File: src/rtl/demux_pkg.sv
// Shared constants and state encoding for the round-robin demux scheduler.
package demux_pkg;

    localparam int N       = 8;
    localparam int SELW    = $clog2(N);
    localparam int DWELL_W = 8;

    typedef enum logic [1:0] {
        IDLE  = 2'd0,
        ARB   = 2'd1,
        GRANT = 2'd2,
        GAP   = 2'd3
    } state_t;

endpackage

File: src/rtl/rr_pick.sv
// Combinational round-robin finder: first asserted request at or after ptr,
// wrapping modulo N. Rotate so ptr sits at bit 0, take the lowest set bit,
// then add ptr back (the SELW-bit add wraps for free since N is a power of two).
module rr_pick
    import demux_pkg::*;
#(
    parameter  int NREQ  = N,
    localparam int PSELW = $clog2(NREQ)
) (
    input  logic [NREQ-1:0]  req,
    input  logic [PSELW-1:0] ptr,
    output logic             valid,
    output logic [PSELW-1:0] idx
);

    logic [NREQ-1:0]  rot;
    logic [PSELW-1:0] ofs;

    // rotate requests right by ptr
    for (genvar i = 0; i < NREQ; i++) begin : g_rot
        assign rot[i] = req[PSELW'(i) + ptr];
    end

    // priority-encode the rotated vector, lowest index wins
    always_comb begin
        ofs = '0;
        for (int i = NREQ - 1; i >= 0; i--) begin
            if (rot[i]) ofs = PSELW'(i);
        end
    end

    assign valid = |req;
    assign idx   = ofs + ptr;

endmodule

File: src/rtl/demux_rr_scheduler.sv
// Round-robin scheduler in front of a 1-to-N demux: each winner holds the
// demux for DWELL cycles (or until it drops its request), followed by a
// one-cycle gap with D forced low and SEL held so the demux never glitches.
module demux_rr_scheduler
    import demux_pkg::*;
#(
    parameter int DWELL = 4
) (
    input  logic            CLK,
    input  logic            RESET,
    input  logic            EN,
    input  logic [N-1:0]    REQ,
    input  logic            DIN,
    output logic [SELW-1:0] SEL,
    output logic            D,
    output logic [N-1:0]    GNT,
    output logic            BUSY,
    output logic            DONE
);

    state_t               state, state_nxt;
    logic [DWELL_W-1:0]   cnt, cnt_nxt;
    logic [SELW-1:0]      ptr, ptr_nxt;
    logic [SELW-1:0]      sel_nxt;
    logic [N-1:0]         gnt_nxt;
    logic                 pick_vld;
    logic [SELW-1:0]      pick_idx;
    logic                 in_grant;
    logic                 req_held;

    rr_pick #(.NREQ(N)) u_pick (
        .req   (REQ),
        .ptr   (ptr),
        .valid (pick_vld),
        .idx   (pick_idx)
    );

    assign in_grant = (state == GRANT);
    assign req_held = REQ[SEL];

    // state, select, grant, counter and pointer registers
    always_ff @(posedge CLK) begin
        if (RESET) begin
            state <= IDLE;
            SEL   <= '0;
            GNT   <= '0;
            cnt   <= '0;
            ptr   <= '0;
        end else begin
            state <= state_nxt;
            SEL   <= sel_nxt;
            GNT   <= gnt_nxt;
            cnt   <= cnt_nxt;
            ptr   <= ptr_nxt;
        end
    end

    // next-state logic; SEL only moves on ARB->GRANT, pointer only on GRANT exit
    always_comb begin
        state_nxt = state;
        sel_nxt   = SEL;
        gnt_nxt   = GNT;
        cnt_nxt   = cnt;
        ptr_nxt   = ptr;
        case (state)
            IDLE: begin
                if (EN && |REQ) state_nxt = ARB;
            end
            ARB: begin
                if (pick_vld) begin
                    sel_nxt   = pick_idx;
                    gnt_nxt   = N'(1) << pick_idx;
                    cnt_nxt   = DWELL_W'(DWELL - 1);
                    state_nxt = GRANT;
                end else begin
                    state_nxt = IDLE;
                end
            end
            GRANT: begin
                // early release and dwell expiry both end the grant the same way
                if (!req_held || cnt == '0) begin
                    gnt_nxt   = '0;
                    ptr_nxt   = SEL + SELW'(1);
                    state_nxt = GAP;
                end else begin
                    cnt_nxt = cnt - DWELL_W'(1);
                end
            end
            GAP: begin
                state_nxt = (EN && |REQ) ? ARB : IDLE;
            end
            default: state_nxt = IDLE;
        endcase
    end

    // data gating and status flags
    assign D    = in_grant & DIN;
    assign BUSY = (state != IDLE);
    assign DONE = in_grant && (cnt == '0) && req_held;

endmodule

File: config.mk
export PLATFORM = sky130hd
export DESIGN_NAME = demux_rr_scheduler
export DESIGN_NICKNAME = d
export VERILOG_FILES = /design/src/rtl/demux_pkg.sv /design/src/rtl/rr_pick.sv /design/src/rtl/demux_rr_scheduler.sv
export SDC_FILE = /design/constraint.sdc
export NUM_CORES = 1
export LEC_CHECK = 0
export CORE_MARGIN = 2
export CORE_UTILIZATION = 48
export CTS_BUF_LIST = sky130_fd_sc_hd__clkbuf_8 sky130_fd_sc_hd__clkbuf_16
export DETAILED_ROUTE_END_ITERATION = 16
export PLACE_DENSITY = 0.72
export SLEW_MARGIN = 5
export SYNTH_ARGS = -nofsm -noshare
export SYNTH_HDL_FRONTEND = slang
export SYNTH_SLANG_ARGS = --single-unit
File: constraint.sdc
create_clock -name CLK -period 3.4 [get_ports CLK]
set_clock_uncertainty 0.2 [all_clocks]
set_input_delay 0.85 -clock CLK [delete_from_list [all_inputs] [get_ports CLK]]
set_output_delay 0.85 -clock CLK [all_outputs]
set_load 0.01 [all_outputs]
Yosys cells after proc, flatten, opt, wreduce, memory -nomap -nowiden
Index checks and enable logic that the tools add are counted.
{"block": "word_totals", "ram_bits": 0, "output_inout_bits": 14, "mem_count": 0, "inputBits": 12, "latchBits": 0, "romBits": 0, "register_bits": 24}
{"block": "op_classes", "div": 0, "n_addsub": 10, "n_mul": 0, "magnitude_cmp": 9, "n_eq_ne": 7, "n_reduce_logical": 15, "muxes": 37, "bitwise_logic": 1, "shifts": 1}
{"op": "$lt 3x4->1 const B", "count": 9}
{"op": "$mux 8", "count": 4}
{"op": "$pmux 8 s2", "count": 2}
{"op": "$bmux 1 s3", "count": 9}
{"op": "$mux 3", "count": 8}
{"op": "$add 3x3->3 const A", "count": 4}
{"op": "$mux 1", "count": 10}
{"op": "$logic_not 8->1", "count": 1}
{"op": "$pmux 2 s4", "count": 1}
{"op": "$reduce_or 8->1", "count": 1}
{"op": "$shl 1x3->8 const A", "count": 1}
{"op": "$sub 8x1->8 const B", "count": 1}
{"op": "$add 2x3->3 const A", "count": 2}
{"op": "$mux 2", "count": 3}
{"op": "$ne 2x2->1 const B", "count": 3}
{"op": "$reduce_and 2->1", "count": 3}
{"op": "$reduce_and 3->1", "count": 2}
{"op": "$eq 2x2->1 const B", "count": 2}
{"op": "$reduce_bool 2->1", "count": 2}
{"op": "$add 1x3->3 const A", "count": 1}
{"op": "$add 3x1->3 const B", "count": 1}
{"op": "$add 3x3->3", "count": 1}
{"op": "$logic_and 1x1->1", "count": 3}
{"op": "$eq 2x1->1 const B", "count": 1}
{"op": "5 further kinds", "count": 5}

Logic depth before layout (Yosys ltp)
{"block": "depth", "ltp_word": 15, "depth_mapped": 17, "depth_no_buf": 15}

Modules after synthesis
A second synthesis with hierarchy kept.
{"block": "hier_totals", "hier_cells": 214, "area_unflattened_um2": 1936.9}
{"mod": "demux_rr_scheduler", "cells_each": 150, "seq_area_each_um2": 480.5, "area_each_um2": 1271.2, "instances": 1}
{"mod": "rr_pick", "cells_each": 64, "seq_area_each_um2": 0.0, "area_each_um2": 665.6, "instances": 1}

Least setup slack after synthesis
OpenSTA, ideal clock, no wires.
{"block": "synth_path", "path_type": "input -> register", "start": "input port REQ[4]", "end": "register GNT[0]", "t_arrival_ns": 3.341, "path_stages": 13, "required_time_ns": 3.083, "slack_ns": -0.259, "setup_time_ns": 0.117, "cell_sequence": "mux4_2 mux2_2 nor3_1 o22ai_1 o31ai_1 a21oi_1 a211oi_1 ha_1 inv_1 fa_1 xor2_1 xnor2_1 a32o_1"}
{"block": "synth_via", "elab_chain_cells": 14, "elab_cells_between_ends": 36}
{"item": "start: declaration", "line": "demux_rr_scheduler.sv:12", "source": "input logic [N-1:0] REQ,"}
{"item": "$bmux 1 s3", "line": "rr_pick.sv:21", "source": "assign rot[i] = req[PSELW'(i) + ptr];"}
{"item": "$mux 1 (implied by the code)", "line": "rr_pick.sv:21"}
{"item": "$mux 3 (8 in series)", "line": "rr_pick.sv:28", "source": "if (rot[i]) ofs = PSELW'(i);"}
{"item": "$add 3x3->3", "line": "rr_pick.sv:33", "source": "assign idx = ofs + ptr;"}
{"item": "$shl 1x3->8", "line": "demux_rr_scheduler.sv:72", "source": "gnt_nxt = N'(1) << pick_idx;"}
{"item": "$mux 8", "line": "demux_rr_scheduler.sv:70", "source": "if (pick_vld) begin"}
{"item": "$pmux 8 s2", "line": "demux_rr_scheduler.sv:65", "source": "case (state)"}
{"item": "end signal: assignment", "line": "demux_rr_scheduler.sv:52", "source": "GNT <= gnt_nxt;"}
{"item": "end: declaration", "line": "demux_rr_scheduler.sv:16", "source": "output logic [N-1:0] GNT,"}
Parallel ways exist; a longest one is shown, timed or not. The select of a mux whose other input is x is not followed.
A chain may end at the register's enable or synchronous reset.

Worst setup path after layout
{"block": "layout_path", "start": "input port REQ[2]", "end": "register GNT[4]"}
Same word-level chain as after synthesis.

==> run metrics <==
CTS buffer count 3; number of synthesized flops with an enable pin 0; vias 1,559; Critical Path Start REQ[2]; final worst setup slack -0.151 ns; DPL Wire Length ~3300 um; Non-Filler Instances around 290; Leak 0.944 nW; layout cells sized above 1 0.372; first-pass GRT wire length 7240 um; required time worst endpoint approximately 3.4 ns; Worst Setup End Kind flop; CP Class in2reg; Worst Tran Pin Value 0.538 ns; CTS H-Tree Depth 1; die area 4020 sq um; Mapped Cells 177; Final Max Tran Viols 0; Ys Warns 0; Global Route Usage Sum 0.225; Layout Nets 258; worst path buffer plus inverter count 3; dpl cells roughly 280; final hold violation count 0; core area 3360 sq um; RSZ-0062 raised after global routing yes; Final setup viols 9; stages on the worst setup path 14; worst hold-check path type reg2reg; I/O pins 26; hold_buf cts 0; Post-synth top flop dfxtp_1; worst flop-to-flop path startpoint ptr[1]; Yosys top cell by area dfxtp_1; synthesized net count between 150 and 200; total congestion overflow 0; initial antenna violation count 0; crit path time final 3.55 ns; number of global-route vias before repair 1,648; 1st-iter DRT viols 52; largest net degree at the start of global routing 15; # rows 21; Starting Density 0.504; Reg-to-Reg End GNT[4]; Max-cap violations 0; commonest non-fill, non-tap cells in the layout buf_4 (38), dfxtp_1 (24), nor2_1 (23); commonest non-fill, non-tap cell in the layout buf_4; failing checks negative setup slack; syn avg cell area 9.57 sq um; Slowest cell on crit path mux4_2; Util after Layout 0.727; f_max approximately 280 MHz; CP max FO 6; latest clock arrival within the worst-skew pair 0.27 ns; Detailed Routing Iterations Pass 1 4; final WL 4250 um; sequential element share of the synthesized area 0.284; Worst Setup EP GNT[4]; Final ANT Viol Nets 0; arrival time worst endpoint 3.52 ns; Top delay family on crit path compound AO/OA/AOI/OAI gates; global placer's final weighted congestion 0.854; Final Cycle Share 1.04; Via density 5.47; CTS tree yes; CP cell instances buf_2 > buf_4 > mux4_2 > nor3_4 > o22ai_2 > o31ai_2 > a21oi_2 > a211oi_2 > ha_2 > inv_2 > fa_2 > xor2_4 > xor2_2 > a32o_1; n_diodes 0; Pwr Density 480 nW/um^2; Die H 63.4 um; reg2reg setup slack -0.10 ns; placed cell areas 2270 sq um; clock buffer depth 2; number of distinct library cells after synthesis 39; Post-route DRC 0; startpoint types input pin; total power ~1.2 mW; Area contributors post-synth dfxtp_1 (28%), mux4_2 (16%), nor2_1 (5.1%), mux2i_1 (4.7%), ha_1 (3.7%); clk sinks 24; Clock transition at path regs approximately 0.080 ns; status complete, but fails checks; share of the synthesized area in the top cell type 0.284; worst vdd ir 0.382 mV; Reg2Reg Depth 15; clk root buf clkbuf_8; async set or reset register ratio after synthesis 0; Die X 63.4 um; Yosys reg bits 24; slew margin rel. 0.638; Post-Syn Area 1690 sq um; wire length per cell approximately 15 um; Layout area overhead 44.4%; port bufs 25; fin area 2450 sq um; slowest cell delay on critical path ~0.55 ns
-- worst min path at each step --
| stage | from | to | depth (start not counted) |
|---|---|---|---|
| 2_1_floorplan | cnt[1] | cnt[1] | 2 |
| 3_3_place_gp | GNT[5] | GNT[5] | 2 |
| 3_5_place_dp | GNT[1] | GNT[1] | 2 |
| 4_1_cts | GNT[1] | GNT[1] | 2 |
| 5_1_grt | GNT[1] | GNT[1] | 2 |
| 6_report | GNT[1] | GNT[1] | 2 |
-- cell type report --
| cell class | instances | area (sq um) |
|---|---|---|
| Clock inverter | 1 | 30.0 |
| Multi-Input combinational cell | 139 | 1260 |
| Timing Repair Buffer | 64 | 544 |
| Tap cell | 46 | 57.6 |
| Inverter | 8 | 30.0 |
| Sequential cell | 24 | 480 |
| Clock buffer | 3 | 41.3 |
| Fill cell | 262 | 917 |
-- through the flow --
step	TNS, ns	hold WS (ns)	setup slack, ns
after floorplan	-1.04	0.265	-0.160
after global placement	-7.73	0.257	-0.725
after detailed placement	-8.96	0.241	-0.829
after CTS	-2.71	0.261	-0.324
after global routing	-1.85	0.290	-0.265
final	-0.715	0.254	-0.151
-- where the power goes --
group | switching, mW | internal (mW) | leakage [nW]
Clock | 0.0899 | 0.157 | 0.0357
Combinational | 0.270 | 0.311 | 0.713
Sequential | 0.0322 | 0.315 | 0.195
-- cells in the mapped netlist, drive strengths merged, types with 5 or more instances --
master	instances
dfxtp	24
nor2	23
ha	5
mux4	12
mux2i	8
xor2	6
nand2b	8
nor2b	6
inv	8
a211oi	6
xnor2	7
nand2	14
-- sequential cells by signal, indices dropped and copies added, names as in the netlist, named ones only --
| signal | flops |
|---|---|
| GNT | 8 |
| ptr | 3 |
| cnt | 8 |
| SEL | 3 |
| state | 1 |
-- kinds of logic (layout without fill, tap and decap cells) --
logic type | after synthesis | in the layout | synth area share
AOI/OAI and AO/OA | 27 | 27 | 0.126
xor gates and xnor gates | 13 | 13 | 0.0672
adders and majority gates | 6 | 6 | 0.0487
buffers and inverters | 14 | 76 | 0.0414
DFF | 24 | 24 | 0.284
muxes | 24 | 24 | 0.233
and+or+nand+nor | 69 | 69 | 0.199
-- worst min-delay path, stage by stage, from the launching register on --
cell and delay [ns]:
dfxtp_1 0.33, nand2_1 0.04, o21ai_0 0.05
-- per-layer routing --
metal | vias up | wire, um | global-route usage
li1 | 770 | - | -
met1 | 754 | 1790 | 0.265
met2 | 27 | 2300 | 0.411
met3 | 8 | 85 | 0.0304
met4 | 0 | 75 | 0.0842
met5 | - | 0 | 0
-- repair_timing --
action,4_1_cts,5_1_grt
gates resized for setup,46,11
endpoints found under the setup margin,11,11
pin swaps,12,9
buffers inserted,0,2
Note: power is estimated with default switching activity, not from simulation.
